[config.mk]
export PLATFORM = sky130hd
export DESIGN_NAME = sync_fifo
export DESIGN_NICKNAME = d
export VERILOG_FILES = /design/src/rtl/sync_fifo.sv
export SDC_FILE = /design/constraint.sdc
export NUM_CORES = 1
export LEC_CHECK = 0
export BUFFER_PORTS_ARGS = -buffer_cell sky130_fd_sc_hd__buf_2
export CAP_MARGIN = 20
export CORE_MARGIN = 2
export CORE_UTILIZATION = 61
export DETAILED_ROUTE_END_ITERATION = 10
export PLACE_DENSITY = 0.88
export SLEW_MARGIN = 25
export SYNTH_ARGS = -nofsm -noshare
export SYNTH_HDL_FRONTEND = slang
export SYNTH_SLANG_ARGS = --single-unit
[constraint.sdc]
create_clock -name clk -period 2.9 [get_ports clk]
set_input_delay 0.145 -clock clk [delete_from_list [all_inputs] [get_ports clk]]
set_output_delay 0.145 -clock clk [all_outputs]
set_load 0.01 [all_outputs]
[src/rtl/sync_fifo.sv]
// Single-clock show-ahead FIFO with full/empty flags and simultaneous push/pop.
// DEPTH must be a power of two so the pointers wrap naturally.
module sync_fifo #(
  parameter int unsigned WIDTH = 8,
  parameter int unsigned DEPTH = 16
) (
  input  logic             clk,
  input  logic             reset,
  input  logic             push,
  input  logic [WIDTH-1:0] push_data,
  input  logic             pop,
  output logic [WIDTH-1:0] pop_data,
  output logic             empty,
  output logic             full
);

  localparam int unsigned AW = $clog2(DEPTH);

  logic [WIDTH-1:0] mem [DEPTH];
  logic [AW-1:0]    wr_ptr;
  logic [AW-1:0]    rd_ptr;
  logic [AW:0]      count;
  logic             do_push;
  logic             do_pop;

  assign empty    = (count == '0);
  assign full     = (count == (AW+1)'(DEPTH));
  assign do_pop   = pop && !empty;
  // A pop in the same cycle frees the slot a push into a full FIFO needs.
  assign do_push  = push && (!full || do_pop);
  assign pop_data = mem[rd_ptr];

  always_ff @(posedge clk) begin
    if (reset) begin
      wr_ptr <= '0;
      rd_ptr <= '0;
      count  <= '0;
    end else begin
      if (do_push) wr_ptr <= wr_ptr + 1'b1;
      if (do_pop)  rd_ptr <= rd_ptr + 1'b1;
      case ({do_push, do_pop})
        2'b10:   count <= count + 1'b1;
        2'b01:   count <= count - 1'b1;
        default: count <= count;
      endcase
    end
  end

  always_ff @(posedge clk) begin
    if (do_push) mem[wr_ptr] <= push_data;
  end

endmodule

==> flow_summary.toml, run 1 <==
[setup_path]
cp_top_family = "simple AND/OR/NAND/NOR gates"
cpPeakStageDelay_ps = 600
critPathBufInv = 1
worstPathMaxFanout = 9
arrival_ps = 3100
cp_num_cells = 7
path_class = "register to register"
crit_top_cell = "or4_1"
reg2reg_to = "count[4]$_SDFFE_PP0P_"
cp.required_ps = 3290
startpoint_type = "register"
crit_start = "count[0]$_SDFFE_PP0P_"
endpoint = "count[4]$_SDFFE_PP0P_"
crit_chain = "or4_1, o21ai_4, inv_2, ha_1, o2bb2ai_1, a2111oi_0, or4_1"
cpMaxStageDelayCell = "or4_1"
r2r_cells = 7
worst_setup_path_end_kind = "register"
r2r_slack_ps = 190
reg2reg_from = "count[0]$_SDFFE_PP0P_"

[synthesis]
ys_seq_area_share_pct = 71.3
synthCells = 333
synth_nets = 354
ys_types = 44
ys.flop_type = "edfxtp_1"
synth_area_um2 = 5870
postSynth.asyncResetShare_pct = 0
syn_avg_cell_area_um2 = 17.6
synth_edf_count = 128
ys_ff_latch = 145
yosysWarnings = 0

[clocking]
cts-root-buf = "clkbuf_8"
cts_buffers = 17
cts_tree = "built"
htreeDepth = 4
clock_sinks = 145
clock_latency_ps = 520
clk_pin_slew_ps = 60
cts.path.max_buffers = 2
post_cts_resized = 0

[timing]
finalCritPeriodShare_pct = 93.4
skew_ps = 8.80
min_period_ps = 2710
worst_slew_pin_slew_ps = 1000
rsz0062_at_grt = "no"
finalHoldViolCount = 0
slew_viol_final = 0
setup_ws_ps = 192
timing.fmax_ghz = 0.369
finalSetupTns_ps = 0
max_slew_margin_pct = 33.1
setup_viol = 0

[floorplanning]
start_util_pct = 63.2
die_w_um = 102
num_rows = 35
dieArea_um2 = 10400
io_pins = 22
dieHeight_um = 102
core_um2 = 9280

[layout]
multi_input_area_um2 = 1590
drive_gt1_share_pct = 26.2
nets = 389
area_growth_pct = 16.5
layout_common_cells = "edfxtp_1 (128), mux4_2 (32), nor2_1 (23), buf_2 (21)"
layout_commonest_cell = "edfxtp_1"
insertedDiodeCount = 0
seq_area_um2 = 4190
fillers = 526
fin_util_pct = 73.6
stdcell_count = 510

[status]
status = "complete, no violations"

[route]
avgRoutedWirePerCell_um = 24.5
first_pass_iters = 5
antenna_left = 0
vias = 3256
drc_errors = 0
dr.first_iter.drc_count = 241
wl_um = 12500
vias_per_cell = 6.38

[global_routing]
track_usage_pct = 26.1
grt_first_pass_wirelength_um = 19000
antenna_found_initial = 0
gr-total-overflow = 0
grt_max_degree = 33
grt_pass1_vias = 3436

[placed_design]
dp.cells = 476
place_hpwl_um = 7360
port_buffers = 21
pre_cts_ws_ps = 258
gp_congestion = 0.798

[pwr]
ir_worst_vdd_mv = 0.579
total_power_mw = 6.18
power.density_nw_per_um2 = 904
leakagePower_nw = 2.30

[run]
drv_cap = 0

[worst_hold_path]
hold_depth = 1
hp-class = "input port to register"
worst register-to-register path, stage by stage, from the launching register on:
cell	delay, ps
dfxtp_1	360
or4_1	600
o21ai_4	220
inv_2	120
ha_1	340
o2bb2ai_1	300
a2111oi_0	120
or4_1	520
state kept, by name, indices dropped and copies added (netlist names), named ones only:
register and flops:
count 5, mem 128, wr_ptr 4, rd_ptr 4
synthesized netlist by cell type, drive strengths merged (2+ instances only):
cell	number	share of area [%]
ha	8	1.7
nand4	2	0.32
or4	2	0.26
nand2	16	1.0
nor3	7	0.60
o21a	3	0.38
o211ai	2	0.26
edfxtp	128	66
mux4	32	12
mux2i	3	0.51
buf	6	0.58
nand3	7	0.60
o21ai	6	0.77
inv	8	0.51
nor2	23	1.5
a21oi	3	0.26
clkbuf	11	0.70
a22oi	16	2.0
xor2	3	0.45
nor4	2	0.21
a2111oi	2	0.30
nor2b	6	0.64
nand2b	4	0.43
dfxtp	17	5.8
xnor2	3	0.45
kinds of logic (layout without fill, tap and decap cells):
| kind of cell | after synthesis | in the layout | synth area share (%) |
|---|---|---|---|
| compound gates | 37 | 37 | 4.69 |
| fa+ha+maj | 9 | 9 | 2.05 |
| buf+inv | 25 | 73 | 1.79 |
| xor+xnor | 6 | 6 | 0.896 |
| flops | 145 | 145 | 71.3 |
| mux | 36 | 36 | 13.0 |
| simple gates | 75 | 75 | 6.29 |
timing repair:
action,CTS,global route
endpoints found under the hold margin,7,0
setup buffers,0,0
hold buffers,2,0
per-stage QoR:
step	hold slack, ps	area [um2]
after detailed placement	497	6160
final	11.1	6840
after global routing	14.7	6840
after CTS	1.23	6840
after floorplan	221	5870
after global placement	482	6150
worst min-delay path by stage:
stage | from | endpoint
CTS | push_data[0] | mem[9][0]$_DFFE_PP_
finish | push_data[0] | mem[9][0]$_DFFE_PP_
floorplan | reset | count[0]$_SDFFE_PP0P_
detailed placement | wr_ptr[1]$_SDFFE_PP0P_ | wr_ptr[1]$_SDFFE_PP0P_
global route | push_data[6] | mem[12][6]$_DFFE_PP_
global placement | wr_ptr[1]$_SDFFE_PP0P_ | wr_ptr[1]$_SDFFE_PP0P_
power breakdown:
group	internal (mW)	total, mW	switching (mW)
Clock	1.58	2.40	0.821
Sequential	2.37	2.48	0.118
Combinational	0.639	1.30	0.659
Total	4.58	6.18	1.60
metal layers:
| layer | part of all wire (%) | GRT usage [%] | up-vias |
|---|---|---|---|
| met2 | 52 | 42.9 | 183 |
| li1 | - | - | 1401 |
| met1 | 39 | 33.2 | 1648 |
| met5 | 0 | 0 | - |
| met3 | 6.7 | 6.29 | 24 |
| met4 | 2.3 | 12.1 | 0 |
layout make-up:
class / instances / area share (%)
flip-flops and latches: 145 / 61.2
multi-input cells: 163 / 23.3
clock buffers: 19 / 6.17
clock inverters: 13 / 3.39
repair buffers: 33 / 3.11
well taps: 129 / 2.36
inverters: 8 / 0.439
Power figures use the tool's default switching activity.
==> run 2: changes to the inputs <==
--- a/config.mk
+++ b/config.mk
@@ -7,6 +7,7 @@
 export LEC_CHECK = 0
 export BUFFER_PORTS_ARGS = -buffer_cell sky130_fd_sc_hd__buf_2
 export CAP_MARGIN = 20
+export CORE_ASPECT_RATIO = 1.1
 export CORE_MARGIN = 2
 export CORE_UTILIZATION = 61
 export DETAILED_ROUTE_END_ITERATION = 10
==> flow_summary.toml, run 2 (synthesis results as in run 1) <==
[setup_path]
arrival_ps = 3050
worst_setup_path_end_kind = "register"
crit_top_cell = "or4_1"
startpoint_type = "register"
r2r_cells = 8
path_class = "register to register"
reg2reg_from = "count[0]$_SDFFE_PP0P_"
cp.required_ps = 3310
worstPathMaxFanout = 9
reg2reg_to = "count[4]$_SDFFE_PP0P_"
crit_chain = "or4_1, o21ai_4, inv_2, ha_1, nand2b_1, o2bb2ai_1, and3_1, or4_1"
crit_start = "count[0]$_SDFFE_PP0P_"
cpMaxStageDelayCell = "or4_1"
endpoint = "count[4]$_SDFFE_PP0P_"
cpPeakStageDelay_ps = 600
r2r_slack_ps = 250

[route]
dr.first_iter.drc_count = 287
first_pass_iters = 5
vias = 3198
avgRoutedWirePerCell_um = 23.4
wl_um = 11800
antenna_left = 0
drc_errors = 0
vias_per_cell = 6.33

[clocking]
post_cts_resized = 0
cts-root-buf = "clkbuf_8"
cts_tree = "built"
clock_sinks = 145
clock_latency_ps = 530
hold_buffers = 10
cts_buffers = 17
htreeDepth = 4
clk_pin_slew_ps = 60
cts.path.max_buffers = 2
post_cts_buffers = 0

[floorplanning]
io_pins = 22
core_um2 = 9350
dieArea_um2 = 10400
die_w_um = 97.5
start_util_pct = 62.8
dieHeight_um = 107
num_rows = 37

[timing]
timing.fmax_ghz = 0.378
finalCritPeriodShare_pct = 91.3
finalSetupTns_ps = 0
min_period_ps = 2650
skew_ps = 9.38
slew_viol_final = 0
worst_slew_pin_slew_ps = 980
finalHoldViolCount = 0
setup_viol = 0
rsz0062_at_grt = "no"
max_slew_margin_pct = 34.4

[layout]
reg_top3 = "mem x128, count x5"
layout_common_cells = "edfxtp_1 (128), mux4_2 (32), nor2_1 (23), buf_2 (21)"
insertedDiodeCount = 0
fin_util_pct = 72.7
area_growth_pct = 15.8
top_register = "mem"
stdcell_count = 505
final_cell_area_um2 = 6800
drive_gt1_share_pct = 25.8
largest_register_ffs = 128
layout_commonest_cell = "edfxtp_1"
nets = 397

[global_routing]
track_usage_pct = 24.5
grt_first_pass_wirelength_um = 18000
antenna_found_initial = 0
grt_pass1_vias = 3244
grt_max_degree = 33
gr-total-overflow = 0

[pwr]
leakagePower_nw = 2.27
ir_worst_vdd_mv = 0.640
power.density_nw_per_um2 = 850
total_power_mw = 5.78

[placed_design]
post_dp_cell_area_um2 = 6140
dp.cells = 464
place_hpwl_um = 7300
gp_congestion = 0.799
port_buffers = 21

[worst_hold_path]
hp-class = "input port to register"

[status]
status = "complete, no violations"

[run]
drv_cap = 0
==> run 2: changes by cell type in the layout (fill, tap and decap cells not counted) <==
cell and change:
clkinv_4 +2, nor4_2 +1, nor4_4 -1, clkinvlp_4 +5
dlygate4sd3_1 +8, clkinv_1 +1, inv_6 -3, clkbuf_1 -2
bufinv_16 -4
==> run 2: through the flow <==
step / hold WS, ps / worst slack (ps)
floorplan: 221 / 371
global placement: 482 / 373
detailed placement: 494 / 273
CTS: 66.1 / 266
global route: 131 / 146
finish: 96.6 / 252
==> run 2: final cells by class <==
class | count | area, um2
clock buffer | 17 | 414
clock inverter | 14 | 144
fill | 536 | 2550
inverter | 8 | 30.0
multi-input combinational | 163 | 1590
sequential | 145 | 4190
tap | 117 | 146
timing repair buffer | 41 | 293
==> run 2: where the power goes <==
group | internal, mW | switching [mW]
Clock | 1.21 | 0.821
Combinational | 0.638 | 0.667
Sequential | 2.36 | 0.0741
Total | 4.21 | 1.56
==> run 2: layer usage <==
| metal | vias to the layer above | track usage [%] | routed length [um] |
|---|---|---|---|
| li1 | 1416 | - | - |
| met1 | 1599 | 29.4 | 4280 |
| met4 | 0 | 11.7 | 364 |
| met5 | - | 0 | 0 |
| met2 | 153 | 40.7 | 6350 |
| met3 | 30 | 7.63 | 807 |
==> run 2: worst max-delay path: cells and delay by family (launching register included) <==
| family | cells | cell delay, ps |
|---|---|---|
| AOI/OAI and AO/OA | 2 | 370 |
| adders and majority gates | 1 | 350 |
| buffers and inverters | 1 | 110 |
| DFF | 1 | 360 |
| and+or+nand+nor | 4 | 1340 |
==> run 2: worst min path at each step <==
stage | from | end | slack (ps) | depth (start not counted)
6_report | pop | count[4]$_SDFFE_PP0P_ | 100 | 4
5_1_grt | pop | count[4]$_SDFFE_PP0P_ | 130 | 4
4_1_cts | pop | count[4]$_SDFFE_PP0P_ | 70 | 4
3_5_place_dp | wr_ptr[1]$_SDFFE_PP0P_ | wr_ptr[1]$_SDFFE_PP0P_ | 490 | 2
3_3_place_gp | wr_ptr[1]$_SDFFE_PP0P_ | wr_ptr[1]$_SDFFE_PP0P_ | 480 | 2
2_1_floorplan | reset | count[0]$_SDFFE_PP0P_ | 220 | 1
